<file path="src/rtl/mux16_rr_arbiter_pkg.sv">
// rtl/mux16_rr_arbiter_pkg.sv - shared types, sizes and helpers for the 16:1 mux arbiter
package mux_arb_pkg;

  localparam int N  = 16;
  localparam int SW = 4;

  typedef enum logic {
    IDLE  = 1'b0,
    GRANT = 1'b1
  } arb_state_e;

  function automatic logic [N-1:0] onehot(input logic [SW-1:0] idx);
    logic [N-1:0] v;
    v      = '0;
    v[idx] = 1'b1;
    return v;
  endfunction

endpackage

</file>
<file path="src/rtl/mux16_rr_arbiter_if.sv">
// rtl/mux16_rr_arbiter_if.sv - request/grant bundle between requesters and the mux arbiter
interface mux16_rr_arbiter_if;
  import mux_arb_pkg::*;

  logic [N-1:0]  req;
  logic [SW-1:0] sel;
  logic [N-1:0]  gnt;
  logic          sel_valid;
  logic          preempt;
  logic          busy;

  modport master (
    input  req,
    output sel,
    output gnt,
    output sel_valid,
    output preempt,
    output busy
  );

  modport slave (
    output req,
    input  sel,
    input  gnt,
    input  sel_valid,
    input  preempt,
    input  busy
  );

endinterface

</file>
<file path="src/rtl/mux16_rr_arbiter_rr_pick.sv">
// rtl/mux16_rr_arbiter_rr_pick.sv - round-robin next-requester pick, double-width masked priority encoder
module rr_pick
  import mux_arb_pkg::*;
(
  input  logic [N-1:0]  req,
  input  logic [SW-1:0] last,
  output logic [SW-1:0] pick,
  output logic          any
);

  localparam int DW = SW + 1;

  logic [N-1:0]   upto_last;
  logic [N-1:0]   above_last;
  logic [2*N-1:0] dbl;
  logic [DW-1:0]  idx;

  // Low half holds only requesters above last; the high half is the plain
  // vector, so the lowest set bit of the concatenation is the wrap-around pick.
  always_comb begin
    upto_last  = (N'(2) << last) - N'(1);
    above_last = ~upto_last;
    dbl        = {req, req & above_last};
    idx        = '0;
    for (int i = 2*N-1; i >= 0; i--) begin
      if (dbl[i]) begin
        idx = DW'(i);
      end
    end
    pick = idx[SW-1:0];
    any  = |req;
  end

endmodule

</file>
<file path="src/rtl/mux16_rr_arbiter.sv">
// rtl/mux16_rr_arbiter.sv - round-robin arbiter driving the select of a shared 16:1 mux
module mux16_rr_arbiter
  import mux_arb_pkg::*;
#(
  parameter int MAX_HOLD = 8
)
(
  input  logic                clk,
  input  logic                rst,
  mux16_rr_arbiter_if.master  bus
);

  localparam int HW = (MAX_HOLD < 1) ? 1 : $clog2(MAX_HOLD + 1);
  localparam logic [HW-1:0] HOLD_LIM = HW'(MAX_HOLD);

  arb_state_e    state_q, state_d;
  logic [SW-1:0] sel_q, sel_d;
  logic [N-1:0]  gnt_q, gnt_d;
  logic          valid_q, valid_d;
  logic          preempt_q, preempt_d;
  logic [SW-1:0] last_q, last_d;
  logic [HW-1:0] hold_cnt, hold_d;

  logic [SW-1:0] pick;
  logic          any_req;
  logic          others_wait;

  rr_pick u_pick (
    .req  (bus.req),
    .last (last_q),
    .pick (pick),
    .any  (any_req)
  );

  assign others_wait = |(bus.req & ~gnt_q);

  // Next-state and next-output decode; every grant end passes through IDLE.
  always_comb begin
    state_d   = state_q;
    sel_d     = sel_q;
    gnt_d     = gnt_q;
    valid_d   = valid_q;
    preempt_d = 1'b0;
    last_d    = last_q;
    hold_d    = hold_cnt;
    unique case (state_q)
      IDLE: begin
        if (any_req) begin
          state_d = GRANT;
          sel_d   = pick;
          gnt_d   = onehot(pick);
          valid_d = 1'b1;
          last_d  = pick;
          hold_d  = HW'(1);
        end
      end
      GRANT: begin
        if (!bus.req[sel_q]) begin
          state_d = IDLE;
          gnt_d   = '0;
          valid_d = 1'b0;
        end else if ((MAX_HOLD != 0) && (hold_cnt == HOLD_LIM) && others_wait) begin
          state_d   = IDLE;
          gnt_d     = '0;
          valid_d   = 1'b0;
          preempt_d = 1'b1;
        end else if ((MAX_HOLD != 0) && (hold_cnt != HOLD_LIM)) begin
          hold_d = hold_cnt + HW'(1);
        end
      end
      default: begin
        state_d = IDLE;
        gnt_d   = '0;
        valid_d = 1'b0;
      end
    endcase
  end

  // State and output registers with synchronous reset; last starts at 15 so
  // requester 0 wins the first arbitration.
  always_ff @(posedge clk) begin
    if (rst) begin
      state_q   <= IDLE;
      sel_q     <= '0;
      gnt_q     <= '0;
      valid_q   <= 1'b0;
      preempt_q <= 1'b0;
      last_q    <= SW'(N - 1);
      hold_cnt  <= '0;
    end else begin
      state_q   <= state_d;
      sel_q     <= sel_d;
      gnt_q     <= gnt_d;
      valid_q   <= valid_d;
      preempt_q <= preempt_d;
      last_q    <= last_d;
      hold_cnt  <= hold_d;
    end
  end

  assign bus.sel       = sel_q;
  assign bus.gnt       = gnt_q;
  assign bus.sel_valid = valid_q;
  assign bus.preempt   = preempt_q;
  assign bus.busy      = valid_q;

endmodule

</file>
<file path="src/flat_wrapper.sv">
// flat-port wrapper written by rule: the top's interface ports become plain ports
module mux16_rr_arbiter_flat import mux_arb_pkg::*;
#(
  parameter int MAX_HOLD = 8
)
  (clk, rst, bus_req, bus_sel, bus_gnt, bus_sel_valid, bus_preempt, bus_busy);
  mux16_rr_arbiter_if bus_i ();
  input  logic clk;
  input  logic rst;
  input wire logic [$bits(bus_i.req)-1:0] bus_req;
  output wire logic [$bits(bus_i.sel)-1:0] bus_sel;
  output wire logic [$bits(bus_i.gnt)-1:0] bus_gnt;
  output wire logic [$bits(bus_i.sel_valid)-1:0] bus_sel_valid;
  output wire logic [$bits(bus_i.preempt)-1:0] bus_preempt;
  output wire logic [$bits(bus_i.busy)-1:0] bus_busy;
  assign bus_i.req = bus_req;
  assign bus_sel = bus_i.sel;
  assign bus_gnt = bus_i.gnt;
  assign bus_sel_valid = bus_i.sel_valid;
  assign bus_preempt = bus_i.preempt;
  assign bus_busy = bus_i.busy;
  mux16_rr_arbiter #(.MAX_HOLD(MAX_HOLD)) u_core (.clk(clk), .rst(rst), .bus(bus_i));
endmodule
</file>
<file path="config.mk">
export PLATFORM = sky130hd
export DESIGN_NAME = mux16_rr_arbiter_flat
export DESIGN_NICKNAME = d
export VERILOG_FILES = /design/src/rtl/mux16_rr_arbiter_pkg.sv /design/src/rtl/mux16_rr_arbiter_if.sv /design/src/rtl/mux16_rr_arbiter_rr_pick.sv /design/src/rtl/mux16_rr_arbiter.sv /design/src/flat_wrapper.sv
export SDC_FILE = /design/constraint.sdc
export NUM_CORES = 1
export LEC_CHECK = 0
export CELL_PAD_IN_SITES_DETAIL_PLACEMENT = 0
export CELL_PAD_IN_SITES_GLOBAL_PLACEMENT = 1
export CORE_ASPECT_RATIO = 1.75
export CORE_UTILIZATION = 26
export DETAILED_ROUTE_END_ITERATION = 6
export PLACE_DENSITY_LB_ADDON = 0.1
export SLEW_MARGIN = 20
export SYNTH_ARGS = -nofsm -noshare
export SYNTH_HDL_FRONTEND = slang
export SYNTH_SLANG_ARGS = --single-unit
export TNS_END_PERCENT = 100
</file>
<file path="constraint.sdc">
create_clock -name clk -period 9.2 [get_ports clk]
set_clock_uncertainty 0.05 [all_clocks]
set_input_delay 1.84 -clock clk [delete_from_list [all_inputs] [get_ports clk]]
set_output_delay 1.84 -clock clk [all_outputs]
set_load 0.1 [all_outputs]
</file>
==> results.ini <==
[detailed_routing]
drt_iter0_drc=164
drc=0
met1_length_um=3210
drtAntennaViolNets=0
route.met3.wl_um=234
dr_wl_met2_um=4900
firstDrtPassIters=4
route.vias.total=2412
routedWlPerCell_um=19.5
detail_route.vias_per_cell=5.44
top_layer=met4
routed_wl_um=8620

[power_and_ir_drop]
finalPower_uw=1160
static-leakage-power_uw=0.00104
peakVddDrop_v=0.000247
powerDensity_mw_per_mm2=386

[setup_path]
critPathLaunch=bus_req[1]
reg2reg_to=u_core.bus.gnt[6]
crit_fanout=16
slowest_delay_ns=0.60
cp.buffers_inverters=1
cp-start-kind=input pin
cp_num_cells=8
crit_family=simple AND/OR/NAND/NOR gates
r2r.worst_path.cells=10
crit_path_end_kind=flop
reg2reg_from=u_core.last_q[3]
critPathCapture=u_core.bus.gnt[5]
reg2reg_slack_ns=5.09
crit_required_ns=9.36
crit_path_top_delay_cell=or4_1
crit_type=in2reg
arrival_ns=4.51
crit_chain=clkdlybuf4s50_1, or4_1, nor2b_1, a21oi_1, or2_1, a21oi_2, nand2_1, o21ai_1

[sta]
setup_tns_ns=0
drv_slew=0
setup_viol=0
finalHoldViolCount=0
max_freq_ghz=0.230
finalCriticalPeriod_ns=4.34
worstMarginPinSlew_ns=0.981
rsz0062_at_grt=false
post-route-period-util_pct=47.2
max_slew_margin_pct=34.4

[final_layout]
postLayoutCoreUtil_pct=33.5
final_cell_mix=clkdlybuf4s50_1 (40), dfxtp_1 (31), nand2_1 (26)
n_antenna_cell=0
nNetsFinal=343
mostFrequentLayoutCell=clkdlybuf4s50_1
multiInputGateArea_mm2=0.00162
drive_gt1_share_pct=9.91
fill_cells=1002
layoutNonFillerInstCount=443
regArea_um2=621
syn2layout_area_growth_pct=25.5

[logic_synthesis]
syn_area_per_cell_um2=8.12
syn_inst=295
yosys-top-cells-area=dfxtp_1 (26%), nand2b_1 (6.0%), mux4_2 (4.7%)
post-synth-top-area-cell=dfxtp_1
async_flop_share_pct=0
syn_nets=316
ys.flop_type=dfxtp_1
synth_seq_cells=31
synth-seq-area-share_pct=25.9
ys_types=64
netlist.area_leader.share_pct=25.9
syn_area_mm2=0.00239
ys_warn_count=0
synth_edf_count=0

[flow_run]
maxCapViolations=0

[clock_tree]
htree_levels=2
cts_buffers=5
clkLatencyLatePin_ns=0.28
holdBufCountCts=0
root_buffer=clkbuf_16
cts_tree=yes
clk_pin_slew_ns=0.05
cts_sinks=31
cts_resized=0
post_cts_buffers=0
cts_max_path_buffers=2

[die]
coreArea_mm2=0.00898
die_w_um=74.6
die_y_um=129
ios=41
rows=46
initial_core_util_pct=26.7
die_area_mm2=0.00961

[grt]
grt_pass1_vias=2392
grt_max_degree=29
antenna_found_initial=0
grt.overflow.total=0
grt_pass1_wl_um=13200
gr-usage-all-layers_pct=19.0

[worst_hold_path]
hold_start=u_core.bus.gnt[8]
hp-class=reg2reg
whs_path_depth=2

[place]
dpl.hpwl_um=6880
portBuffers=40
gp_congestion=0.804
dp_cells=435

[outcome]
outcome=complete, no violations

kinds of logic (layout without fill, tap and decap cells):
kind of cell | after synthesis | in the layout | synth area share [%]
and+or+nand+nor | 130 | 130 | 31.6
AOI/OAI and AO/OA | 91 | 91 | 28.1
DFF | 31 | 31 | 25.9
buffers and inverters | 31 | 59 | 6.64
muxes | 6 | 6 | 5.12
adders and majority gates | 3 | 3 | 1.57
xor gates and xnor gates | 3 | 3 | 1.10
synthesized netlist by cell type, types with 4 or more instances:
master      n
dfxtp_1    31
nand2_1    26
nand2b_1   23
nor2_1     18
a21oi_1    15
o21ai_0    11
buf_2      10
inv_1      10
o21ai_1    10
a32o_1      9
nor4_1      8
nand3_1     7
and2_1      5
clkbuf_1    5
mux4_2      5
nor2b_1     5
nor3_1      5
o2111ai_1   5
o211ai_1    5
o31ai_1     5
buf_4       4
worst min-delay path by stage:
stage,to,slack [ns]
finish,u_core.bus.gnt[8],0.42
global route,u_core.bus.gnt[5],0.44
CTS,u_core.bus.gnt[13],0.43
detailed placement,u_core.bus.gnt[13],0.41
global placement,u_core.bus.gnt[8],0.43
floorplan,u_core.hold_cnt[1],0.43
report_power, final:
part           switching (uW)  internal, uW  total, uW
Sequential               75.0           174        249
Clock                    58.0           134        192
Combinational             494           225        720
Total                     627           534       1160
tightest hold or removal path: cells and delay by family, from the launching register on:
kind	cells	cell delay [ns]
compound gates	1	0.05
flops	1	0.32
simple gates	1	0.06
state kept, by name, indices dropped and copies added, names as in the netlist:
register and count:
u_core.bus.busy 1, u_core.bus.gnt 16, u_core.bus.preempt 1, u_core.bus.sel 4, u_core.hold_cnt 4, u_core.last_q 4, u_core.state_q 1
cell type report:
class | count | share of cell area [%]
inverter | 10 | 1.25
sequential | 31 | 20.6
multi-input combinational | 233 | 53.7
clock buffer | 6 | 4.62
tap | 120 | 5.00
timing repair buffer | 41 | 13.6
clock inverter | 2 | 1.17
metrics by stage:
stage                     hold slack, ns  instance area (um^2)  setup WS [ns]
final                              0.424                  3010           4.86
after global routing               0.445                  3010           4.66
after CTS                          0.427                  3010           4.87
after detailed placement           0.411                  2830           4.58
after global placement             0.427                  2830           4.54
after floorplan                    0.428                  2390           5.42
metal layers:
layer  global-route usage, %  vias up
li1                        -     1165
met1                    19.5     1172
met2                    36.5       57
met3                    1.96       18
met4                    8.88        0
met5                       0        -
No activity file was read; power rests on OpenSTA's default activity.
